`src/rtl/ex_ctrl_seq_pkg.sv`:
```
// ex_ctrl_pkg: shared encodings and decode helper for the execute-stage controller.
// ALU control codes, main-decoder op classes, R-type funct values, FSM state type.
package ex_ctrl_pkg;

   // ALU control codes
   localparam logic [3:0] A_AND  = 4'd0;
   localparam logic [3:0] A_OR   = 4'd1;
   localparam logic [3:0] A_LW   = 4'd2;
   localparam logic [3:0] A_SW   = 4'd3;
   localparam logic [3:0] A_ADDU = 4'd4;
   localparam logic [3:0] A_SUBU = 4'd5;
   localparam logic [3:0] A_SLT  = 4'd6;
   localparam logic [3:0] A_BLEZ = 4'd7;
   localparam logic [3:0] A_SRA  = 4'd8;
   localparam logic [3:0] A_SRAV = 4'd9;
   localparam logic [3:0] A_LUI  = 4'd10;
   localparam logic [3:0] A_SLTU = 4'd11;
   localparam logic [3:0] A_SLL  = 4'd12;
   localparam logic [3:0] A_SMUL = 4'd13;
   localparam logic [3:0] A_BGTZ = 4'd14;

   // Main-decoder op classes
   localparam logic [3:0] R_TYPE = 4'd0;
   localparam logic [3:0] ADDI   = 4'd1;
   localparam logic [3:0] SLTIU  = 4'd2;
   localparam logic [3:0] BEQ    = 4'd3;
   localparam logic [3:0] LUI    = 4'd4;
   localparam logic [3:0] ORI    = 4'd5;
   localparam logic [3:0] BNE    = 4'd6;
   localparam logic [3:0] LW     = 4'd7;
   localparam logic [3:0] SW     = 4'd8;
   localparam logic [3:0] BLEZ   = 4'd9;
   localparam logic [3:0] BGTZ   = 4'd10;
   localparam logic [3:0] JRS    = 4'd11;
   localparam logic [3:0] J      = 4'd12;
   localparam logic [3:0] JAL    = 4'd13;

   // R-type funct values
   localparam logic [5:0] F_ADDU = 6'b100001;
   localparam logic [5:0] F_SUBU = 6'b100011;
   localparam logic [5:0] F_AND  = 6'b100100;
   localparam logic [5:0] F_OR   = 6'b100101;
   localparam logic [5:0] F_SLT  = 6'b101010;
   localparam logic [5:0] F_SRA  = 6'b000011;
   localparam logic [5:0] F_SRAV = 6'b000111;
   localparam logic [5:0] F_SLL  = 6'b000000;
   localparam logic [5:0] F_SMUL = 6'b011000;
   localparam logic [5:0] F_JR   = 6'b001000;

   typedef enum logic [1:0] {S_IDLE, S_MUL, S_DONE} state_e;

   typedef struct packed {
      logic [3:0] alu_ctrl;
      logic       sign_ext;
      logic [1:0] src1;
      logic       jump_r;
      logic       illegal;
   } dec_t;

   // Full decode; every field starts at its default so unknown codes never keep old values
   function automatic dec_t decode(input logic [3:0] alu_op, input logic [5:0] funct);
      dec_t d;
      d.alu_ctrl = A_AND;
      d.sign_ext = 1'b0;
      d.src1     = 2'd0;
      d.jump_r   = 1'b0;
      d.illegal  = 1'b0;
      case (alu_op)
         R_TYPE: begin
            case (funct)
               F_ADDU: d.alu_ctrl = A_ADDU;
               F_SUBU: d.alu_ctrl = A_SUBU;
               F_AND:  d.alu_ctrl = A_AND;
               F_OR:   d.alu_ctrl = A_OR;
               F_SLT:  d.alu_ctrl = A_SLT;
               F_SRA:  begin d.alu_ctrl = A_SRA; d.src1 = 2'd1; end
               F_SRAV: d.alu_ctrl = A_SRAV;
               F_SLL:  begin d.alu_ctrl = A_SLL; d.src1 = 2'd1; end
               F_SMUL: d.alu_ctrl = A_SMUL;
               F_JR:   begin d.alu_ctrl = A_ADDU; d.jump_r = 1'b1; end
               default: d.illegal = 1'b1;
            endcase
         end
         ADDI:          begin d.alu_ctrl = A_ADDU; d.sign_ext = 1'b1; end
         SLTIU:         d.alu_ctrl = A_SLTU;
         BEQ, BNE:      begin d.alu_ctrl = A_SUBU; d.sign_ext = 1'b1; end
         LUI:           d.alu_ctrl = A_LUI;
         ORI:           d.alu_ctrl = A_OR;
         LW:            begin d.alu_ctrl = A_LW;   d.sign_ext = 1'b1; end
         SW:            begin d.alu_ctrl = A_SW;   d.sign_ext = 1'b1; end
         BLEZ:          begin d.alu_ctrl = A_BLEZ; d.sign_ext = 1'b1; end
         BGTZ:          begin d.alu_ctrl = A_BGTZ; d.sign_ext = 1'b1; end
         JRS, J, JAL:   begin d.alu_ctrl = A_ADDU; d.sign_ext = 1'b1; end
         default:       d.illegal = 1'b1;
      endcase
      return d;
   endfunction

endpackage

```
`src/rtl/ex_ctrl_seq_mul.sv`:
```
// seq_mul: iterative shift-add signed multiplier on operand magnitudes.
// One iteration per cycle after start; done_o is high during the last iteration and
// product_o then carries the sign-corrected low word of the final accumulator.
module seq_mul #(
   parameter int unsigned DATA_W = 32
) (
   input  logic              clk_i,
   input  logic              rst_i,
   input  logic              start_i,
   input  logic [DATA_W-1:0] a_i,
   input  logic [DATA_W-1:0] b_i,
   output logic              done_o,
   output logic [DATA_W-1:0] product_o
);

   localparam int unsigned CNT_W = $clog2(DATA_W);

   logic              r_busy;
   logic [CNT_W-1:0]  r_cnt;
   logic [DATA_W-1:0] r_mcand;
   logic [DATA_W-1:0] r_mplier;
   logic [DATA_W-1:0] r_acc;
   logic              r_neg;

   logic [DATA_W-1:0] w_abs_a;
   logic [DATA_W-1:0] w_abs_b;
   logic [DATA_W-1:0] w_acc_next;
   logic              w_last;

   // Most-negative input stays 2^(DATA_W-1), which is its exact unsigned magnitude
   assign w_abs_a    = a_i[DATA_W-1] ? ({DATA_W{1'b0}} - a_i) : a_i;
   assign w_abs_b    = b_i[DATA_W-1] ? ({DATA_W{1'b0}} - b_i) : b_i;
   assign w_acc_next = r_mplier[0] ? (r_acc + r_mcand) : r_acc;
   assign w_last     = r_busy && (r_cnt == CNT_W'(DATA_W - 1));
   assign done_o     = w_last;
   assign product_o  = r_neg ? ({DATA_W{1'b0}} - w_acc_next) : w_acc_next;

   // Operand latch on start, then one shift-add step per cycle while busy
   always_ff @(posedge clk_i) begin
      if (rst_i) begin
         r_busy   <= 1'b0;
         r_cnt    <= '0;
         r_mcand  <= '0;
         r_mplier <= '0;
         r_acc    <= '0;
         r_neg    <= 1'b0;
      end else if (start_i) begin
         r_busy   <= 1'b1;
         r_cnt    <= '0;
         r_mcand  <= w_abs_a;
         r_mplier <= w_abs_b;
         r_acc    <= '0;
         r_neg    <= a_i[DATA_W-1] ^ b_i[DATA_W-1];
      end else if (r_busy) begin
         r_acc    <= w_acc_next;
         r_mcand  <= r_mcand << 1;
         r_mplier <= r_mplier >> 1;
         r_cnt    <= r_cnt + 1'b1;
         if (w_last) r_busy <= 1'b0;
      end
   end

endmodule

```
`src/rtl/ex_ctrl_seq.sv`:
```
// ex_ctrl_seq: execute-stage control decode with valid/ready handshake and an owned
// iterative signed multiplier. Optional feature macro: EX_CTRL_ILLEGAL_EN adds illegal_o.
module ex_ctrl_seq
   import ex_ctrl_pkg::*;
#(
   parameter int unsigned DATA_W = 32
) (
   input  logic              clk_i,
   input  logic              rst_i,
   input  logic              valid_i,
   output logic              ready_o,
   input  logic [3:0]        ALUOp_i,
   input  logic [5:0]        funct_i,
   input  logic [DATA_W-1:0] src_a_i,
   input  logic [DATA_W-1:0] src_b_i,
   output logic              valid_o,
   output logic [3:0]        ALUCtrl_o,
   output logic              Sign_extend_o,
   output logic [1:0]        Mux_ALU_src1_o,
   output logic              Jump_R_o,
   output logic [DATA_W-1:0] mul_result_o
`ifdef EX_CTRL_ILLEGAL_EN
   ,
   output logic              illegal_o
`endif
);

   state_e            r_state;
   logic              r_valid;
   logic [3:0]        r_alu_ctrl;
   logic              r_sign_ext;
   logic [1:0]        r_src1;
   logic              r_jump_r;
   logic [DATA_W-1:0] r_mul_result;

   dec_t              w_dec;
   logic              w_accept;
   logic              w_is_smul;
   logic              w_mul_done;
   logic [DATA_W-1:0] w_product;

   assign ready_o   = (r_state != S_MUL);
   assign w_accept  = valid_i && ready_o;
   assign w_is_smul = (ALUOp_i == R_TYPE) && (funct_i == F_SMUL);
   assign w_dec     = decode(ALUOp_i, funct_i);

   seq_mul #(
      .DATA_W (DATA_W)
   ) u_seq_mul (
      .clk_i     (clk_i),
      .rst_i     (rst_i),
      .start_i   (w_accept && w_is_smul),
      .a_i       (src_a_i),
      .b_i       (src_b_i),
      .done_o    (w_mul_done),
      .product_o (w_product)
   );

   // Control FSM with registered decode outputs; valid pulses one cycle per completed op
   always_ff @(posedge clk_i) begin
      if (rst_i) begin
         r_state      <= S_IDLE;
         r_valid      <= 1'b0;
         r_alu_ctrl   <= A_AND;
         r_sign_ext   <= 1'b0;
         r_src1       <= 2'd0;
         r_jump_r     <= 1'b0;
         r_mul_result <= '0;
      end else begin
         r_valid <= 1'b0;
         unique case (r_state)
            S_IDLE, S_DONE: begin
               if (w_accept) begin
                  r_alu_ctrl <= w_dec.alu_ctrl;
                  r_sign_ext <= w_dec.sign_ext;
                  r_src1     <= w_dec.src1;
                  r_jump_r   <= w_dec.jump_r;
                  if (w_is_smul) begin
                     r_state <= S_MUL;
                  end else begin
                     r_state <= S_DONE;
                     r_valid <= 1'b1;
                  end
               end else begin
                  r_state <= S_IDLE;
               end
            end
            S_MUL: begin
               if (w_mul_done) begin
                  r_state      <= S_DONE;
                  r_valid      <= 1'b1;
                  r_mul_result <= w_product;
               end
            end
            default: r_state <= S_IDLE;
         endcase
      end
   end

   assign valid_o        = r_valid;
   assign ALUCtrl_o      = r_alu_ctrl;
   assign Sign_extend_o  = r_sign_ext;
   assign Mux_ALU_src1_o = r_src1;
   assign Jump_R_o       = r_jump_r;
   assign mul_result_o   = r_mul_result;

`ifdef EX_CTRL_ILLEGAL_EN
   logic r_illegal;

   // Illegal flag registered alongside the rest of the decode
   always_ff @(posedge clk_i) begin
      if (rst_i) begin
         r_illegal <= 1'b0;
      end else if (w_accept) begin
         r_illegal <= w_dec.illegal;
      end
   end

   assign illegal_o = r_illegal;
`else
   logic w_unused;
   assign w_unused = w_dec.illegal;
`endif

endmodule

```
`config.mk`:
```
export PLATFORM = sky130hd
export DESIGN_NAME = ex_ctrl_seq
export DESIGN_NICKNAME = d
export VERILOG_FILES = /design/src/rtl/ex_ctrl_seq_pkg.sv /design/src/rtl/ex_ctrl_seq_mul.sv /design/src/rtl/ex_ctrl_seq.sv
export SDC_FILE = /design/constraint.sdc
export NUM_CORES = 1
export LEC_CHECK = 0
export ABC_AREA = 1
export BUFFER_PORTS_ARGS = -buffer_cell sky130_fd_sc_hd__buf_2
export CORE_MARGIN = 2
export CORE_UTILIZATION = 50
export CTS_BUF_LIST = sky130_fd_sc_hd__clkbuf_2 sky130_fd_sc_hd__clkbuf_4 sky130_fd_sc_hd__clkbuf_8
export CTS_CLUSTER_SIZE = 10
export DETAILED_ROUTE_END_ITERATION = 6
export PLACE_DENSITY = 0.67
export REMOVE_ABC_BUFFERS = 1
export SYNTH_ARGS = -nofsm -noshare
export SYNTH_HDL_FRONTEND = slang
export SYNTH_SLANG_ARGS = --single-unit
```
`constraint.sdc`:
```
create_clock -name clk_i -period 3.25 [get_ports clk_i]
set_input_delay 0.325 -clock clk_i [delete_from_list [all_inputs] [get_ports clk_i]]
set_output_delay 0.325 -clock clk_i [all_outputs]
set_load 0.05 [all_outputs]
```
==> flow_metrics.tcl <==
set metrics [dict create \
    clock_latency_ps 470 \
    powerDensity_nw_per_um2 283.5 \
    finalMaxSlewViolations 0 \
    cp-start-kind "register" \
    crit_path_end "mul_result_o[28]" \
    grt_pass1_vias 10800 \
    core_um2 22500 \
    vias 11880 \
    cts_max_level 4 \
    synth_area_um2 11380 \
    cts_tree "done" \
    crit_type "register to register" \
    relSlewSlack 0.3213 \
    arrival_ps 3300 \
    fmax_ghz 0.3399 \
    period_minus_slack_ps 2942 \
    clockBufferDepth 2 \
    grt_overflow_total 0 \
    fin_skew_ps 16.48 \
    critPathLaunch "u_seq_mul.r_mcand[0]" \
    final_layout_size_suffix_gt1_frac 0.1202 \
    die_h_um 154.9 \
    cts.root.buffer_cell "clkbuf_8" \
    die_w_um 154.9 \
    irDropWorstVdd_uv 230.7 \
    path_common_cell "nand2_1" \
    slowest_delay_ps 470 \
    final_area_um2 12580 \
    wirelength_met1_mm 15.18 \
    ys.flop_type "dfxtp_1" \
    drc 0 \
    io_pins 119 \
    crit_family "simple AND/OR/NAND/NOR gates" \
    fin_nets 2140 \
    outcome "complete, no violations" \
    r2r_cells 21 \
    end_kind "register" \
    yosysWarnings 0 \
    finalHoldViolCount 0 \
    path_max_fanout 3 \
    finalSetupViolCount 0 \
    cts_buffers 17 \
    total_power_w 0.003567 \
    synthToLayoutAreaGrowth_pct 10.56 \
    synth-edff-count 0 \
    cp.depth 21 \
    fin_crit_sh 0.9052 \
    p_leak_nw 6.421 \
    gp_congestion 0.9440 \
    dr.pass1.iters 5 \
    portBuffers 117 \
    drtAntennaViolNets 0 \
    postCtsHoldBufs 0 \
    syn_inst 1947 \
    path_cells "ha_2, inv_1, fa_1, nand2_1, o21ai_0, ha_1, inv_1, nor2_2, nand2_1, nor2_1, nand2_1, nor2_1, nand2_2, nor2_4, nand2_1, nor2_1, nand3_1, nand3_1, nand3_1, nand2_1, inv_1" \
    wire_per_inst_um 13.63 \
    post-dp-hpwl_mm 23.91 \
    top_layer "met5" \
    required_ps 3610 \
    finalWirelength_mm 31.68 \
    r2r_slack_ps 310 \
    via_per_inst 5.113 \
    r2r_end "mul_result_o[28]" \
    grt_max_degree 87 \
    rows 55 \
    drtIter0Drc 776 \
    critPathBufInv 3 \
    setup_slack_ps 308.2 \
    die-area_um2 23980 \
    worst_pin_slew_ps 1017 \
    yosys_register_bits 145 \
    track_usage 0.2671 \
    async_flop_share 0 \
    holdPathStages 3 \
    start_util 0.5057 \
    antenna_found_initial 6 \
    grt_pass1_wl_mm 52.17 \
    pre_cts_slack_ps 212.5 \
    ys_types 46 \
    clk_pin_slew_ps 80 \
    met2_length_mm 14.14 \
    min_path_type "primary input to register" \
    cp_slowest_cell "fa_1" \
    r2r_start "u_seq_mul.r_mcand[0]" \
    yosysSeqAreaShare 0.2551 \
    drv_cap 0 \
    holdWs_ps 140.1 \
    clock-sinks 145 \
    dpl_cell_area_um2 12160 \
    syn_avg_cell_area_um2 5.845 \
    wl_met3_mm 1.627 \
]
==> logic make-up after synthesis <==
kind of cell,count (synthesis),synth area share
xor+xnor,63,0.04849
simple gates,1040,0.3849
flops,145,0.2551
fa+ha+maj,37,0.04134
buf+inv,341,0.1148
other cells,1,0.0003295
compound gates,320,0.1550
==> cells in the final DEF (no fill, tap or decap), types with 4 or more instances in the layout <==
cell      count
dfxtp_1     144
ha_1         35
nor2_4        6
xnor2_1      16
a21oi_1     139
inv_1       254
buf_2       117
o21ai_1       7
nand4_1      15
nand2_2      27
clkbuf_8     18
buf_4        13
nor3_1       17
a31oi_1      15
nand3_2       7
o211ai_1     20
nand3_1     102
o21ai_0     108
nor2_2       11
nor2_1      191
inv_2        12
xor2_1       47
nand3b_1      6
nand2_1     639
o221ai_1      7
nand2_4       4
o31ai_1       9
nor4_1        5
==> synthesized netlist by cell type, drive strengths merged (20+ instances only) <==
library cell	number	area, µm²
nand2	670	2608
nand3	109	580.6
dfxtp	145	2903
clkbuf	46	172.7
inv	266	998.5
ha	36	450.4
o21ai	117	593.1
o211ai	20	150.1
nor2	209	860.8
a21oi	142	721.9
buf	26	123.9
nor3	20	110.1
xor2	47	411.6
==> worst min path at each step <==
stage	to	slack (ps)	start
after floorplan	ALUCtrl_o[0]	390	rst_i
after global placement	u_seq_mul.r_mplier[22]	450	u_seq_mul.r_mplier[22]
after detailed placement	ALUCtrl_o[0]	450	ALUCtrl_o[0]
after CTS	u_seq_mul.r_mcand[0]	120	src_a_i[0]
after global routing	u_seq_mul.r_mcand[0]	140	src_a_i[0]
final	u_seq_mul.r_mcand[0]	140	src_a_i[0]
==> routing by layer <==
metal,global-route usage,vias to the layer above
li1,-,6319
met1,0.3513,5244
met2,0.4425,263
met3,0.04847,50
met4,0.09039,6
met5,0,-
==> what timing repair did <==
item / 4_1_cts / 5_1_grt
setup endpoints to repair: 0 / 7
endpoints found under the hold margin: 0 / 0
buffers inserted: 0 / 1
gates resized for setup: 0 / 9
==> final cells by class <==
| class | instances | area, µm² |
|---|---|---|
| multi-input cells | 1461 | 7196 |
| clock inverters | 12 | 133.9 |
| repair buffers | 132 | 723.2 |
| flip-flops and latches | 145 | 2904 |
| clock buffers | 19 | 255.2 |
| fillers | 2368 | 9922 |
| well taps | 285 | 356.6 |
| diodes | 1 | 2.502 |
| inverters | 269 | 1010 |
==> state kept, by name, indices dropped and copies added, names as in the netlist, 2 cells and up <==
name	cells
r_state	2
u_seq_mul.r_acc	32
u_seq_mul.r_mplier	32
ALUCtrl_o	4
mul_result_o	32
u_seq_mul.r_mcand	32
u_seq_mul.r_cnt	5
==> worst min-delay path: cells and delay by family <==
family,cells,cell delay (ps)
and+or+nand+nor,1,60
AOI/OAI and AO/OA,1,60
buffers and inverters,1,110
==> where the power goes <==
part	internal [W]	leakage, nW	switching, W	total, W
clock	0.000710	0.196	0.000759	0.00147
sequential	0.00178	1.17	0.00000287	0.00178
combinational	0.000111	5.06	0.000204	0.000315
total	0.00260	6.42	0.000966	0.00357
==> metrics by stage <==
step | setup TNS, ps | utilization | instances
finish | 0 | 0.5591 | 2324
global route | -0.8955 | 0.5590 | 2323
CTS | 0 | 0.5577 | 2322
detailed placement | 0 | 0.5405 | 2291
global placement | 0 | 0.5405 | 2291
floorplan | -79600 | - | 1875
Note: power is estimated with default switching activity, not from simulation.
